<file path="src/rtl/idi_req_queue.sv">
// idi_req_queue: IDI request FIFO in front of the IDI-to-AXI bridge.
// Filters out-of-range addresses, gates reads, registers read responses.
module idi_req_queue #(
   parameter int DEPTH  = 4,
   parameter int MAX_RD = 2
) (
   input  logic                       clk,
   input  logic                       rst,
   input  logic                       s_valid,
   output logic                       s_ready,
   input  logic                       s_is_write,
   input  logic [63:0]                s_addr,
   input  logic [31:0]                s_wdata,
   output logic [31:0]                s_rdata,
   output logic                       s_rvalid,
   output logic                       m_valid,
   input  logic                       m_ready,
   output logic                       m_is_write,
   output logic [63:0]                m_addr,
   output logic [31:0]                m_wdata,
   input  logic [31:0]                m_rdata,
   input  logic                       m_rvalid,
   output logic [$clog2(DEPTH):0]     count,
   output logic [3:0]                 rd_out,
   output logic [7:0]                 err_cnt,
   output logic                       rsp_ovf
);

   localparam int AW = $clog2(DEPTH);
   localparam int CW = AW + 1;

   logic          mem_wr [DEPTH];
   logic [63:0]   mem_addr [DEPTH];
   logic [31:0]   mem_data [DEPTH];

   logic [AW:0]   wr_ptr;
   logic [AW:0]   rd_ptr;
   logic          full;
   logic          empty;
   logic          accept;
   logic          keep;
   logic          filt;
   logic          pop;
   logic          rd_pop;

   assign count  = wr_ptr - rd_ptr;
   assign full   = (count == CW'(DEPTH));
   assign empty  = (count == '0);

   assign s_ready = !full && !rst;
   assign accept  = s_valid && s_ready;
   assign keep    = accept && (s_addr[63:32] == 32'd0);
   assign filt    = accept && (s_addr[63:32] != 32'd0);

   assign m_is_write = mem_wr[rd_ptr[AW-1:0]];
   assign m_addr     = mem_addr[rd_ptr[AW-1:0]];
   assign m_wdata    = mem_data[rd_ptr[AW-1:0]];

   // head may issue unless it is a read and the read budget is used up
   assign m_valid = !rst && !empty &&
                    (m_is_write || (rd_out < 4'(MAX_RD)));
   assign pop     = m_valid && m_ready;
   assign rd_pop  = pop && !m_is_write;

   // entry storage, written only for in-range requests
   always_ff @(posedge clk) begin
      if (keep) begin
         mem_wr[wr_ptr[AW-1:0]]   <= s_is_write;
         mem_addr[wr_ptr[AW-1:0]] <= s_addr;
         mem_data[wr_ptr[AW-1:0]] <= s_wdata;
      end
   end

   // FIFO pointers, MSB distinguishes full from empty
   always_ff @(posedge clk) begin
      if (rst) begin
         wr_ptr <= '0;
         rd_ptr <= '0;
      end else begin
         if (keep) wr_ptr <= wr_ptr + 1'b1;
         if (pop)  rd_ptr <= rd_ptr + 1'b1;
      end
   end

   // saturating count of filtered requests
   always_ff @(posedge clk) begin
      if (rst)
         err_cnt <= '0;
      else if (filt && err_cnt != 8'hFF)
         err_cnt <= err_cnt + 8'd1;
   end

   // outstanding reads; a response with nothing outstanding is flagged
   always_ff @(posedge clk) begin
      if (rst) begin
         rd_out  <= '0;
         rsp_ovf <= 1'b0;
      end else if (rd_pop && !m_rvalid) begin
         rd_out <= rd_out + 4'd1;
      end else if (!rd_pop && m_rvalid) begin
         if (rd_out == 4'd0)
            rsp_ovf <= 1'b1;
         else
            rd_out <= rd_out - 4'd1;
      end
   end

   // one-cycle response register back to the requester
   always_ff @(posedge clk) begin
      if (rst) begin
         s_rvalid <= 1'b0;
         s_rdata  <= '0;
      end else begin
         s_rvalid <= m_rvalid;
         if (m_rvalid) s_rdata <= m_rdata;
      end
   end

endmodule

</file>
<file path="config.mk">
export PLATFORM = sky130hd
export DESIGN_NAME = idi_req_queue
export DESIGN_NICKNAME = d
export VERILOG_FILES = /design/src/rtl/idi_req_queue.sv
export SDC_FILE = /design/constraint.sdc
export NUM_CORES = 1
export LEC_CHECK = 0
export CAP_MARGIN = 20
export CORE_UTILIZATION = 55
export DETAILED_ROUTE_END_ITERATION = 8
export PLACE_DENSITY = 0.93
export SYNTH_ARGS = -nofsm -noshare
export SYNTH_HDL_FRONTEND = slang
export SYNTH_SLANG_ARGS = --single-unit
</file>
<file path="constraint.sdc">
create_clock -name clk -period 29.2 [get_ports clk]
set_input_delay 5.84 -clock clk [delete_from_list [all_inputs] [get_ports clk]]
set_output_delay 5.84 -clock clk [all_outputs]
set_load 0.02 [all_outputs]
</file>
Yosys cells after proc, flatten, opt, wreduce, memory -nomap -nowiden. Memories as Yosys holds them, arrays and structs flattened. A register that Yosys moved wholly into a read port is not among the register bits. Cells that the tools add are included.

Flip-flop bits (word level): 52. Bits in writable memories: 388. Input port bits: 134. Output and inout bits: 148. Logic and storage cells: 57. Memories kept: 3.

Memory list: mem_addr (depth 4, bits a word 64, read ports 1, clocked after memory_dff 1, write ports 1, RTL line 33) `logic [63:0] mem_addr [DEPTH];`; mem_data (depth 4, bits a word 32, read ports 1, clocked after memory_dff 1, write ports 1, RTL line 34) `logic [31:0] mem_data [DEPTH];`; mem_wr (depth 4, bits a word 1, read ports 1, clocked after memory_dff 1, write ports 1, RTL line 32) `logic mem_wr [DEPTH];`.

Add/sub/neg operators: 6. Magnitude comparators: 1. Equal/unequal tests: 3. Multiplexer cells: 11. Bitwise operators: 1. Reductions and logical operators: 25.

Operators by type and width (number): 32-bit logical NOT (1); 32-bit nonzero test (1); 2-bit two-way mux (6); 4-bit two-way mux (3); 1-bit logical AND (11); 8-bit by 1-bit adder with 8-bit output (second input constant) (1); 8-bit != test (second input constant) (1); 3-bit by 1-bit adder with 3-bit output (second input constant) (2); 1-bit logical NOT (6); 4-bit by 1-bit adder with 4-bit output (second input constant) (1); 4-bit logical NOT (1); 4-bit by 2-bit < comparator with 1-bit output (second input constant) (1); 4-bit by 1-bit subtractor with 4-bit output (second input constant) (1); 3-bit equality test (second input constant) (1); 3-bit logical NOT (1); 3-bit AND reduction (1); 3-bit subtractor (1); 1-bit two-way mux (2); 2-bit != test (second input constant) (1); 2-bit AND reduction (1); 2-bit nonzero test (1); 1-bit logical OR (1); 1-bit NOT (1).

Logic depth before layout (Yosys ltp).
Depth in word-level cells: 11. Mapped depth: 16. Gate-level depth less buffers: 16.

Worst setup path after synthesis. No wires, ideal clock.

Path kind: input-to-reg. Start point: in s_addr[48]. End point: mem mem_addr[3][0], enable pin. Setup time: 0.798 ns. Arrival: 15.673 ns. Required time: 28.402 ns. Slack: 12.729 ns. Stages on the path: 3. Path buffers: 0. Cells stage by stage: nor4_1 -> nand4_1 -> nor4_1.

Word-level cells in the longest chain between the ends: 4.

RTL lines: from (decl) (RTL line 12) `input logic [63:0] s_addr,`; 32-bit logical NOT (RTL line 52) `assign keep = accept && (s_addr[63:32] == 32'd0);`; 1-bit logical AND (RTL line 52); 1-bit two-way mux (RTL line 67) `if (keep) begin`; 1-bit two-way mux (not written as such) (RTL line 69) `mem_addr[wr_ptr[AW-1:0]] <= s_addr;`; to (decl) (RTL line 33).

Every way passes these cells.

Final worst setup path.
Start point: in rst. End point: out s_ready.

Word-level cells in the longest chain between the ends: 2.

RTL lines: from (decl) (RTL line 8) `input logic rst,`; 1-bit logical NOT (RTL line 50) `assign s_ready = !full && !rst;`; 1-bit logical AND (RTL line 50); to (decl) (RTL line 10) `output logic s_ready,`.

Every way passes these cells.

==> flow_summary.yaml <==
status:
  status: "finished clean"
worst_setup_path:
  crit_path_max_fanout: 50
  arrival_ns: 7.42
  crit_required_ns: 23.36
  r2r_setup_slack_ns: 24.95
  startpoint_type: "input port"
  criticalPathCategory: "input port to primary output"
  worst-r2r-cell-count: 14
  r2r_end: "rd_out[3]$_SDFFE_PP0P_"
  setup.worst_path.end_class: "primary output"
detailed_routing:
  vias_per_cell: 5.69
  drt_first_pass_iters: 5
  wire_per_inst_um: 23.1
  drtAntennaViolNets: 0
  routed_wirelength_mm: 34.1
  drt_first_iter_violations: 515
  drc: 0
  vias: 8389
cells_and_area:
  n_fill_cell: 1641
  design_area_um2: 20900
  final_nets: 1202
  area_delta_synth_final_pct: 28.0
  drive_gt1_frac: 0.165
timing:
  worst_slack_ns: 15.94
  hold_viol_final: 0
  rsz0062_at_grt: "false"
  finalSetupViolations: 0
  period_minus_slack_ns: 13.26
  max_freq_mhz: 75.4
  slew_violations: 0
  skew_ns: 0.0110
  tns_ns: 0
  fin_crit_sh: 0.454
  tightestPinTransition_ns: 0.966
  slew_headroom: 0.356
min_path:
  holdPathStages: 2
  hp-class: "register to register"
  worstHoldStart: "err_cnt[6]$_SDFFE_PP0P_"
  hold_path_end: "err_cnt[6]$_SDFFE_PP0P_"
place:
  portBuffers: 281
  gp_congestion: 0.778
  dpl.hpwl_mm: 21.0
  placed_area_um2: 19600
  pre_cts_ws_ns: 15.95
clock_tree:
  cts_tree: "done"
  ctsHoldBuffers: 0
  path_clk_slew_ns: 0.05
  cts_buffers: 43
  clockBufferDepth: 3
  cts_resized: 0
  htreeDepth: 2
  cts_setup_buffers: 0
  clk_latency_ns: 0.52
  clockRootBuffer: "clkbuf_16"
  cts_sinks: 442
logic_synthesis:
  yosys.area_share.simple: 0.0237
  synth_xor_area_frac: 0.00413
  synth_top_family_by_area: "multiplexers"
  synthDistinctLibCells: 45
  ys.flop_type: "edfxtp_1"
  async_flop_share: 0
  syn_inst: 753
  yosysTopAreaCellShare: 0.713
  synth.area.mux_share: 0.154
  synthAdderAreaFrac: 0.0109
  synth.largest_area_cell: "edfxtp_1"
  syn-num-nets: 900
  synth_most_common_cell: "edfxtp_1"
  synth-seq-area-share: 0.779
  synthTopCellsByArea: "edfxtp_1, mux4_2, dfxtp_1"
  synth_compound_area_frac: 0.0151
  synth_top_cells_by_count: "edfxtp_1, mux4_2, dfxtp_1, nor2_1, mux2i_1"
  syn_area_um2: 16300
  ys_warn_count: 0
  synth_enable_flop_cells: 388
  synth_seq_cells: 442
  syn_avg_cell_area_um2: 21.7
run:
  drv_cap: 0
power_and_ir_drop:
  switchingPower_uw: 256
  max-vdd-ir-drop_mv: 0.0486
  pwr-share-seq: 0.542
  p_total_uw: 1290
  netSwitchingFraction: 0.199
  power_density_nw_per_um2: 61.5
  p_int_uw: 1030
  clkPwrFrac: 0.405
  leakage_uw: 0.00676
  p_comb_frac: 0.053
floorplanning:
  rows: 62
  ios: 282
  initial_core_util: 0.565
  dieHeight_um: 174
  dieArea_um2: 30400
  core_region_area_um2: 28900
  die_x_um: 174
global_route:
  grt_pass1_wl_mm: 51.8
  grt_use_total: 0.226
  grt_pass1_vias: 9121
  grt_max_degree: 65
  antenna_found_initial: 0
  grt-ovfl-total: 0
power by group through the flow:
stage / sequential, uW / combinational, uW / clock [uW]
floorplan: 716 / 20.9 / 0
global placement: 710 / 64.6 / 0
detailed placement: 710 / 67.2 / 0
CTS: 697 / 67.8 / 532
global route: 697 / 72.8 / 556
finish: 697 / 67.6 / 521
sequential cells by signal, indices dropped and copies added (netlist names), named ones only:
register and count:
mem_wr 4, rsp_ovf 1, wr_ptr 3, err_cnt 8, mem_addr 256, rd_ptr 3
rd_out 4, s_rvalid 1, mem_data 128, s_rdata 32
cell usage in the layout (no fill, tap or decap), types with 4 or more instances in the layout:
| cell type | Yosys | layout |
|---|---|---|
| nor2_1 | 43 | 43 |
| edfxtp_1 | 388 | 388 |
| clkbuf_1 | 19 | 16 |
| mux4_2 | 97 | 97 |
| clkbuf_16 | 0 | 46 |
| inv_1 | 16 | 16 |
| a21oi_1 | 6 | 6 |
| xnor2_1 | 4 | 4 |
| clkinv_1 | 0 | 7 |
| mux2i_1 | 34 | 34 |
| ha_1 | 11 | 11 |
| buf_4 | 0 | 9 |
| a31oi_1 | 4 | 4 |
| nor4_1 | 11 | 10 |
| dfxtp_1 | 54 | 52 |
| nand2_1 | 8 | 8 |
| clkinv_2 | 0 | 6 |
| clkdlybuf4s50_1 | 0 | 280 |
routing by layer:
| layer | GRT usage | vias up | wire length [um] |
|---|---|---|---|
| met5 | 0 | - | 0 |
| met4 | 0.0683 | 0 | 903 |
| met3 | 0.0601 | 58 | 2670 |
| met2 | 0.386 | 342 | 17500 |
| met1 | 0.284 | 4288 | 13000 |
| li1 | - | 3701 | - |
how the worst max path moves through the flow:
stage / from / to / slack (ns) / cells past startpoint
5_1_grt: rst / s_ready / 15.85 / 4
2_1_floorplan: s_addr[48] / mem_addr[3][0]$_DFFE_PP_ / 12.73 / 3
4_1_cts: rst / s_ready / 15.95 / 4
6_report: rst / s_ready / 15.94 / 4
3_5_place_dp: rst / s_ready / 15.95 / 4
3_3_place_gp: rst / s_ready / 15.95 / 4
critical path, cell delays in order:
cell and delay [ns]:
clkdlybuf4s50_1 0.48, buf_4 0.45, a31oi_1 0.08, clkdlybuf4s50_1 0.56
final cells by class:
| cell class | instances | area, um2 | share of cell area |
|---|---|---|---|
| inverters | 16 | 60.1 | 0.00287 |
| repair buffers | 291 | 2880 | 0.138 |
| flip-flops and latches | 442 | 12700 | 0.609 |
| well taps | 384 | 480 | 0.0230 |
| diodes | 2 | 5.00 | 0.000239 |
| multi-input cells | 261 | 3420 | 0.163 |
| clock inverters | 15 | 95.1 | 0.00455 |
| clock buffers | 64 | 1240 | 0.0592 |
through the flow:
stage                     cells  hold slack (ns)  utilization
after global placement     1393            0.451        0.676
after detailed placement   1393            0.466        0.676
final                      1475            0.480        0.723
after floorplan             753            0.445            -
after global routing       1473            0.494        0.723
after CTS                  1472            0.484        0.723
cell families after synthesis:
logic type | after synthesis
simple gates | 82
mux | 131
compound gates | 29
flops | 442
fa+ha+maj | 13
buf+inv | 50
xor+xnor | 6
Power figures use the tool's default switching activity.
